File: src/rtl/nbit_serial_adder.sv
// ---------------------------------------------------------------------------------------------
// nbit_serial_adder
//   Digit-serial N-bit adder computing S = A + B + CI, least-significant digit first, W bits per
//   clock. Operands are taken on an in_valid/in_ready handshake and the result is held on
//   out_valid/out_ready until consumed. Result latency is N/W cycles after the accepting edge.
//
// Parameters
//   N  operand/result width (bits)
//   W  digit width per cycle; must satisfy 1 <= W <= N and N % W == 0
//
// Ports
//   clk_i        clock, rising edge
//   rst_i        asynchronous active-high reset
//   in_valid_i   operands a_i/b_i/ci_i valid
//   in_ready_o   block can accept operands (IDLE only)
//   a_i, b_i     addends (two's complement when overflow detection is built in)
//   ci_i         carry in
//   out_valid_o  s_o/co_o/ovf_o hold a completed result
//   out_ready_i  consumer takes the result
//   s_o          sum mod 2^N
//   co_o         carry out of bit N-1
//   ovf_o        signed overflow; present only when SERIAL_ADD_OVF_EN is defined
//
// Build option
//   SERIAL_ADD_OVF_EN  adds the ovf_o port and the operand sign capture behind it.
// ---------------------------------------------------------------------------------------------
module nbit_serial_adder #(
    parameter int unsigned N = 8,
    parameter int unsigned W = 1
) (
    input  logic         clk_i,
    input  logic         rst_i,
    input  logic         in_valid_i,
    output logic         in_ready_o,
    input  logic [N-1:0] a_i,
    input  logic [N-1:0] b_i,
    input  logic         ci_i,
    output logic         out_valid_o,
    input  logic         out_ready_i,
    output logic [N-1:0] s_o,
    output logic         co_o
`ifdef SERIAL_ADD_OVF_EN
    ,
    output logic         ovf_o
`endif
);

    // Guard the modulo against W == 0 so the check itself elaborates cleanly.
    if ((W == 0) || (W > N) || ((N % ((W == 0) ? 1 : W)) != 0)) begin : g_bad_param
        $error("nbit_serial_adder: W must satisfy 1 <= W <= N and N %% W == 0");
    end

    localparam int unsigned Digits = (W == 0) ? 1 : N / W;
    localparam int unsigned CntW   = (Digits > 1) ? $clog2(Digits) : 1;

    typedef enum logic [1:0] {StIdle, StRun, StDone} state_e;

    state_e          state_q;
    logic [N-1:0]    a_sh_q, b_sh_q;
    logic            carry_q;
    logic [CntW-1:0] cnt_q;
    logic [N-1:0]    s_q;
    logic            co_q;
    logic            in_ready_q;
    logic            out_valid_q;

    logic [W:0]      digit_sum;
    logic [N-1:0]    sum_d;
    logic            last_digit;

    always_comb begin
        digit_sum  = {1'b0, a_sh_q[W-1:0]} + {1'b0, b_sh_q[W-1:0]} + (W + 1)'(carry_q);
        last_digit = (cnt_q == CntW'(Digits - 1));
    end

    // Partial sum: earlier digits sit in acc_q; the current digit enters at the MSB end, so on
    // the last digit sum_d is the complete result in its final bit positions.
    if (W < N) begin : g_acc
        logic [N-W-1:0] acc_q;

        always_ff @(posedge clk_i or posedge rst_i) begin
            if (rst_i) begin
                acc_q <= '0;
            end else if (state_q == StRun) begin
                acc_q <= sum_d[N-1:W];
            end
        end

        assign sum_d = {digit_sum[W-1:0], acc_q};
    end else begin : g_no_acc
        assign sum_d = digit_sum[W-1:0];
    end

`ifdef SERIAL_ADD_OVF_EN
    logic a_sign_q, b_sign_q, ovf_q;
    logic ovf_d;

    always_comb begin
        ovf_d = (a_sign_q == b_sign_q) && (sum_d[N-1] != a_sign_q);
    end

    always_ff @(posedge clk_i or posedge rst_i) begin
        if (rst_i) begin
            a_sign_q <= 1'b0;
            b_sign_q <= 1'b0;
            ovf_q    <= 1'b0;
        end else if ((state_q == StIdle) && in_valid_i && in_ready_q) begin
            a_sign_q <= a_i[N-1];
            b_sign_q <= b_i[N-1];
        end else if ((state_q == StRun) && last_digit) begin
            ovf_q    <= ovf_d;
        end
    end

    assign ovf_o = ovf_q;
`endif

    always_ff @(posedge clk_i or posedge rst_i) begin
        if (rst_i) begin
            state_q     <= StIdle;
            a_sh_q      <= '0;
            b_sh_q      <= '0;
            carry_q     <= 1'b0;
            cnt_q       <= '0;
            s_q         <= '0;
            co_q        <= 1'b0;
            in_ready_q  <= 1'b1;
            out_valid_q <= 1'b0;
        end else begin
            unique case (state_q)
                StIdle: begin
                    if (in_valid_i && in_ready_q) begin
                        a_sh_q     <= a_i;
                        b_sh_q     <= b_i;
                        carry_q    <= ci_i;
                        cnt_q      <= '0;
                        in_ready_q <= 1'b0;
                        state_q    <= StRun;
                    end
                end
                StRun: begin
                    a_sh_q  <= a_sh_q >> W;
                    b_sh_q  <= b_sh_q >> W;
                    carry_q <= digit_sum[W];
                    cnt_q   <= cnt_q + CntW'(1);
                    if (last_digit) begin
                        s_q         <= sum_d;
                        co_q        <= digit_sum[W];
                        out_valid_q <= 1'b1;
                        state_q     <= StDone;
                    end
                end
                StDone: begin
                    // in_ready returns only after this edge, so no same-cycle re-accept.
                    if (out_ready_i) begin
                        out_valid_q <= 1'b0;
                        in_ready_q  <= 1'b1;
                        state_q     <= StIdle;
                    end
                end
                default: begin
                    state_q <= StIdle;
                end
            endcase
        end
    end

    assign in_ready_o  = in_ready_q;
    assign out_valid_o = out_valid_q;
    assign s_o         = s_q;
    assign co_o        = co_q;

endmodule

File: config.mk
export PLATFORM = sky130hd
export DESIGN_NAME = nbit_serial_adder
export DESIGN_NICKNAME = d
export VERILOG_FILES = /design/src/rtl/nbit_serial_adder.sv
export SDC_FILE = /design/constraint.sdc
export NUM_CORES = 1
export LEC_CHECK = 0
export ABC_CLOCK_PERIOD_IN_PS = 1900
export CORE_MARGIN = 8
export CORE_UTILIZATION = 40
export CTS_CLUSTER_DIAMETER = 120
export DETAILED_ROUTE_END_ITERATION = 12
export PLACE_DENSITY = 0.61
export SYNTH_ARGS = -nofsm -noshare
export SYNTH_HDL_FRONTEND = slang
export SYNTH_SLANG_ARGS = --single-unit
File: constraint.sdc
create_clock -name clk_i -period 1.9 [get_ports clk_i]
set_input_delay 0.38 -clock clk_i [delete_from_list [all_inputs] [get_ports clk_i]]
set_output_delay 0.38 -clock clk_i [all_outputs]
set_load 0.02 [all_outputs]
Word level (Yosys, flattened, before mapping):

Index checks and enable logic that the tools add are counted.

* add/sub/neg operators: 3
* equal/unequal tests: 6
* multiplexer cells: 18
* reduce and logical (&&, ||, !) cells: 10

Operators with widths (count)
* 8-bit one-hot mux with 2 select lines: 2
* 8-bit 2-to-1 mux: 2
* 3-bit AND reduction: 3
* 2-bit 2-to-1 mux: 3
* 2-bit != test (second input constant): 3
* 1-bit one-hot mux with 2 select lines: 3
* 2-bit one-hot mux with 3 select lines: 1
* 3-bit one-hot mux with 2 select lines: 1
* 2-bit nonzero test: 3
* 1-bit 2-to-1 mux: 5
* 2-bit AND reduction: 2
* 3-bit by 1-bit adder with 3-bit output (second input constant): 1
* 3-bit equality test (second input constant): 1
* 3-bit 2-to-1 mux: 1
* 1-bit by 1-bit adder with 2-bit output: 1
* 2-bit by 1-bit adder with 2-bit output: 1
* 2-bit by 1-bit equality test with 1-bit output (second input constant): 1
* 2-bit equality test (second input constant): 1
* 2-bit zero test: 1
* 1-bit logical AND: 1

* register bits after elaboration: 40
* output and inout port bits: 11
* word-level logic and storage cells: 47

Depth between registers and ports, before layout:

* depth in word-level cells: 3
* depth in mapped cells: 5

Least setup slack after synthesis:

Ideal clock, no wire load.

* path kind: register -> register
* start point: register in_ready_q, in the netlist in_ready_o
* end point: register b_sh_q[2]
* setup time: 132 ps
* arrival time: 1292 ps
* required time: 1768 ps
* setup slack: 476 ps
* cell stages (with the launch flop): 6
* path buffers: 2
* cell sequence: dfstp_2 > and4bb_1 > buf_6 > buf_12 > mux2i_1 > o21ai_1

* cells in the longest elaborated chain, start to end: 3

Ends and longest elaborated chain
* start, declared: line 64 `logic in_ready_q;`
* start signal, assigned: line 127 `in_ready_q <= 1'b1;`
* start signal, assigned: line 137 `in_ready_q <= 1'b0;`
* start signal, assigned: line 157 `in_ready_q <= 1'b1;`
* 1-bit logical AND: line 132 `if (in_valid_i && in_ready_q) begin`
* 2-bit != test (no line)
* 2-bit AND reduction (no line)
* end signal, assigned: line 134 `b_sh_q <= b_i;`
* end signal, assigned: line 143 `b_sh_q <= b_sh_q >> W;`
* end, declared: line 59 `logic [N-1:0] a_sh_q, b_sh_q;`

No other way between the ends.
A chain may end at the register's enable or synchronous reset.

Worst setup path in the final report:

* start point: register in_ready_q, in the netlist in_ready_o
* end point: output in_ready_o

RTL lines
* end, declared: line 34 `output logic in_ready_o,`

No word-level cell between the ends.

==> key figures <==
Critical path
  – Critical path peak fanout: 4
  – WS Path Type: reg -> out
  – WP data required: 1520 ps
  – Critical-path top delay cell: clkdlybuf4s50_1
  – Buf/Inv on CP: 1
  – CP startpoint kind: flop
  – CP delay by family, top: buffers and inverters
  – Critical Path End Type: output pin
  – Slowest stage delay, CP: 610 ps
  – R2R Path Start: cnt_q[0]$_DFFE_PP0P_
  – Crit path cell chain: clkdlybuf4s50_1
  – Arrival @ worst endpoint: 1470 ps
  – CP startpoint: in_ready_o$_DFFE_PP1P_

Synthesis
  – Sequential area share after synthesis: 0.578
  – Synth Register Bits: 40
  – Yosys Warn Count: 0
  – Async SR Flop Fraction: 1.00
  – Synth cell count leaders: nand2_1 (45), dfrtp_1 (39), mux2i_1 (15)
  – Mapped cell area: 1730 µm²
  – Ys flop type: dfrtp_1
  – Yosys top cell area share: 0.563
  – Syn Inst Count: 157
  – Syn_nets: 181
  – Cell taking the most area after synthesis: dfrtp_1
  – Most numerous cell in the Yosys netlist: nand2_1
  – Number of flops mapped to enable cells by yosys: 0
  – Post-synth cell types: 24
  – Syn Area/Cell: 11.0 µm²
  – Largest cells by area after synthesis: dfrtp_1 (56%), nand2_1 (9.7%), mux2i_1 (8.7%)

STA
  – Setup TNS: 0 ps
  – Slew Viols, Final: 0
  – Hold Slack: 438 ps
  – Final WS setup: 54.5 ps
  – Clock Skew: 5.26 ps
  – Slew @ Worst Pin: 521 ps
  – Final hold vios: 0
  – # setup viols final: 0
  – Minimum clock period: 1850 ps
  – Slew headroom: 0.653
  – Crit share post-route: 0.971
  – RSZ-0062 raised after global routing: no
  – Max Fclk: 542 MHz

CTS
  – CTS Buf Count: 5
  – Post-cts repair resize count: 0
  – Hold buffers post-CTS: 0
  – Max Root-Sink Buffers: 2
  – CTS tree: yes
  – Setup bufs post-CTS: 0
  – Skew-Pair Late Insertion Delay: 290 ps
  – CTS H-tree lvls: 2
  – CTS root buf: clkbuf_8
  – Worst-path clk slew: 70 ps
  – Clock Sinks: 40

Die
  – DIE AREA: 6690 µm²
  – Die W: 81.8 µm
  – Core area: 4260 µm²
  – Num ports: 32
  – Num rows: 24
  – Die Ht: 81.8 µm
  – Initial core utilization: 0.406

Finish
  – Share of cells above drive strength 1: 0.109
  – Ant diodes: 0
  – Nets@finish: 215
  – Area growth syn-to-layout: 25.5%
  – Fillers: 379
  – Final Non-Filler Cells: 244

Power and ir drop
  – PwrDens: 685 nW/µm²
  – Max VDD drop: 0.387 mV
  – Lkg Pwr: 0.895 nW

Placement
  – Placed Instances: 236
  – Port bufs: 31
  – DP Worst Slack: 144 ps
  – Dpl hpwl: 2440 µm
  – Routability-driven placement congestion ratio: 0.713

Detailed routing
  – # DRC: 0
  – Drt wl/cell: 14.2 µm
  – Vias/cell: 4.84
  – DRT Wirelength: 3470 µm
  – DR vias: 1,181
  – Final ANT Viol Nets: 0
  – Initial drt markers: 58
  – Drt pass-1 iters: 4

Global route
  – Pin count of the biggest net entering global routing: 40
  – Vias in the first global route: 1,329
  – Initial antenna violation count: 0
  – Total congestion overflow: 0
  – GRT Util Overall: 0.118
  – First-pass GRT wire length: 6110 µm

Job
  – Max Cap Viol: 0

Run status
  – Status: complete, no violations

Worst hold path
  – HP Class: in -> async
path summary, 6_finish.rpt:
path | to | slack [ps] | cells past startpoint
max | in_ready_o | 50 | 1
min | s_o[3]$_DFFE_PP0P_ | 440 | 3
max in group asynchronous | in_ready_o$_DFFE_PP1P_ | 1160 | 3
min in group clk_i | a_sh_q[6]$_DFFE_PP0P_ | 490 | 2
min reg2reg | a_sh_q[6]$_DFFE_PP0P_ | 490 | 2
max reg2reg | co_o$_DFFE_PP0P_ | 350 | 4
routing by layer:
metal	up-vias	global-route usage	wire, µm
li1	588	-	-
met1	557	0.144	1520
met2	29	0.181	1600
met3	7	0.0438	281
met4	0	0.0579	70
met5	-	0	0
flip-flops by register name, indices dropped and copies added, names as in the netlist:
name and count:
g_acc.acc_q 7, b_sh_q 8, in_ready_o 1, carry_q 1, a_sh_q 8, state_q 2, out_valid_o 1, cnt_q 3
co_o 1, s_o 8
cells in the final DEF, fill, tap and decap left out, drive strengths merged:
| master | n |
|---|---|
| nand2 | 46 |
| dfrtp | 39 |
| clkdlybuf4s50 | 31 |
| o21ai | 22 |
| mux2i | 15 |
| mux2 | 9 |
| clkbuf | 8 |
| inv | 4 |
| buf | 4 |
| a21oi | 3 |
| ha | 2 |
| and2b | 1 |
| nand2b | 1 |
| and4bb | 1 |
| nand3b | 1 |
| nor2 | 1 |
| o21bai | 1 |
| o31ai | 1 |
| fa | 1 |
| dfstp | 1 |
where the power goes:
group	internal [W]	switching, W
sequential	0.000851	0
combinational	0.0000398	0.0000236
clock	0.000296	0.000279
stage by stage:
stage	cell area (µm²)	utilization	power, W
after global routing	2170	0.510	0.00155
after detailed placement	2080	0.489	0.000933
after CTS	2170	0.510	0.00151
after floorplan	1730	-	0.000882
final	2170	0.510	0.00149
after global placement	2080	0.489	0.000932
cell families after synthesis:
logic type               count (synthesis)  synth area share
AND/OR/NAND/NOR                         51             0.123
flip-flops                              40             0.578
AO/OA/AOI/OAI                           27            0.0809
multiplexers                            24             0.145
buffers and inverters                   12            0.0469
adder cells (fa/ha/maj)                  3            0.0260
final cells by class:
type | count | area [µm²] | share of cell area
inverter | 4 | 15.0 | 0.00690
multi-input combinational | 105 | 649 | 0.299
sequential | 40 | 1000 | 0.461
timing repair buffer | 35 | 353 | 0.162
clock buffer | 8 | 90.1 | 0.0414
tap | 52 | 65.1 | 0.0299
No activity file was read; power rests on OpenSTA's default activity.
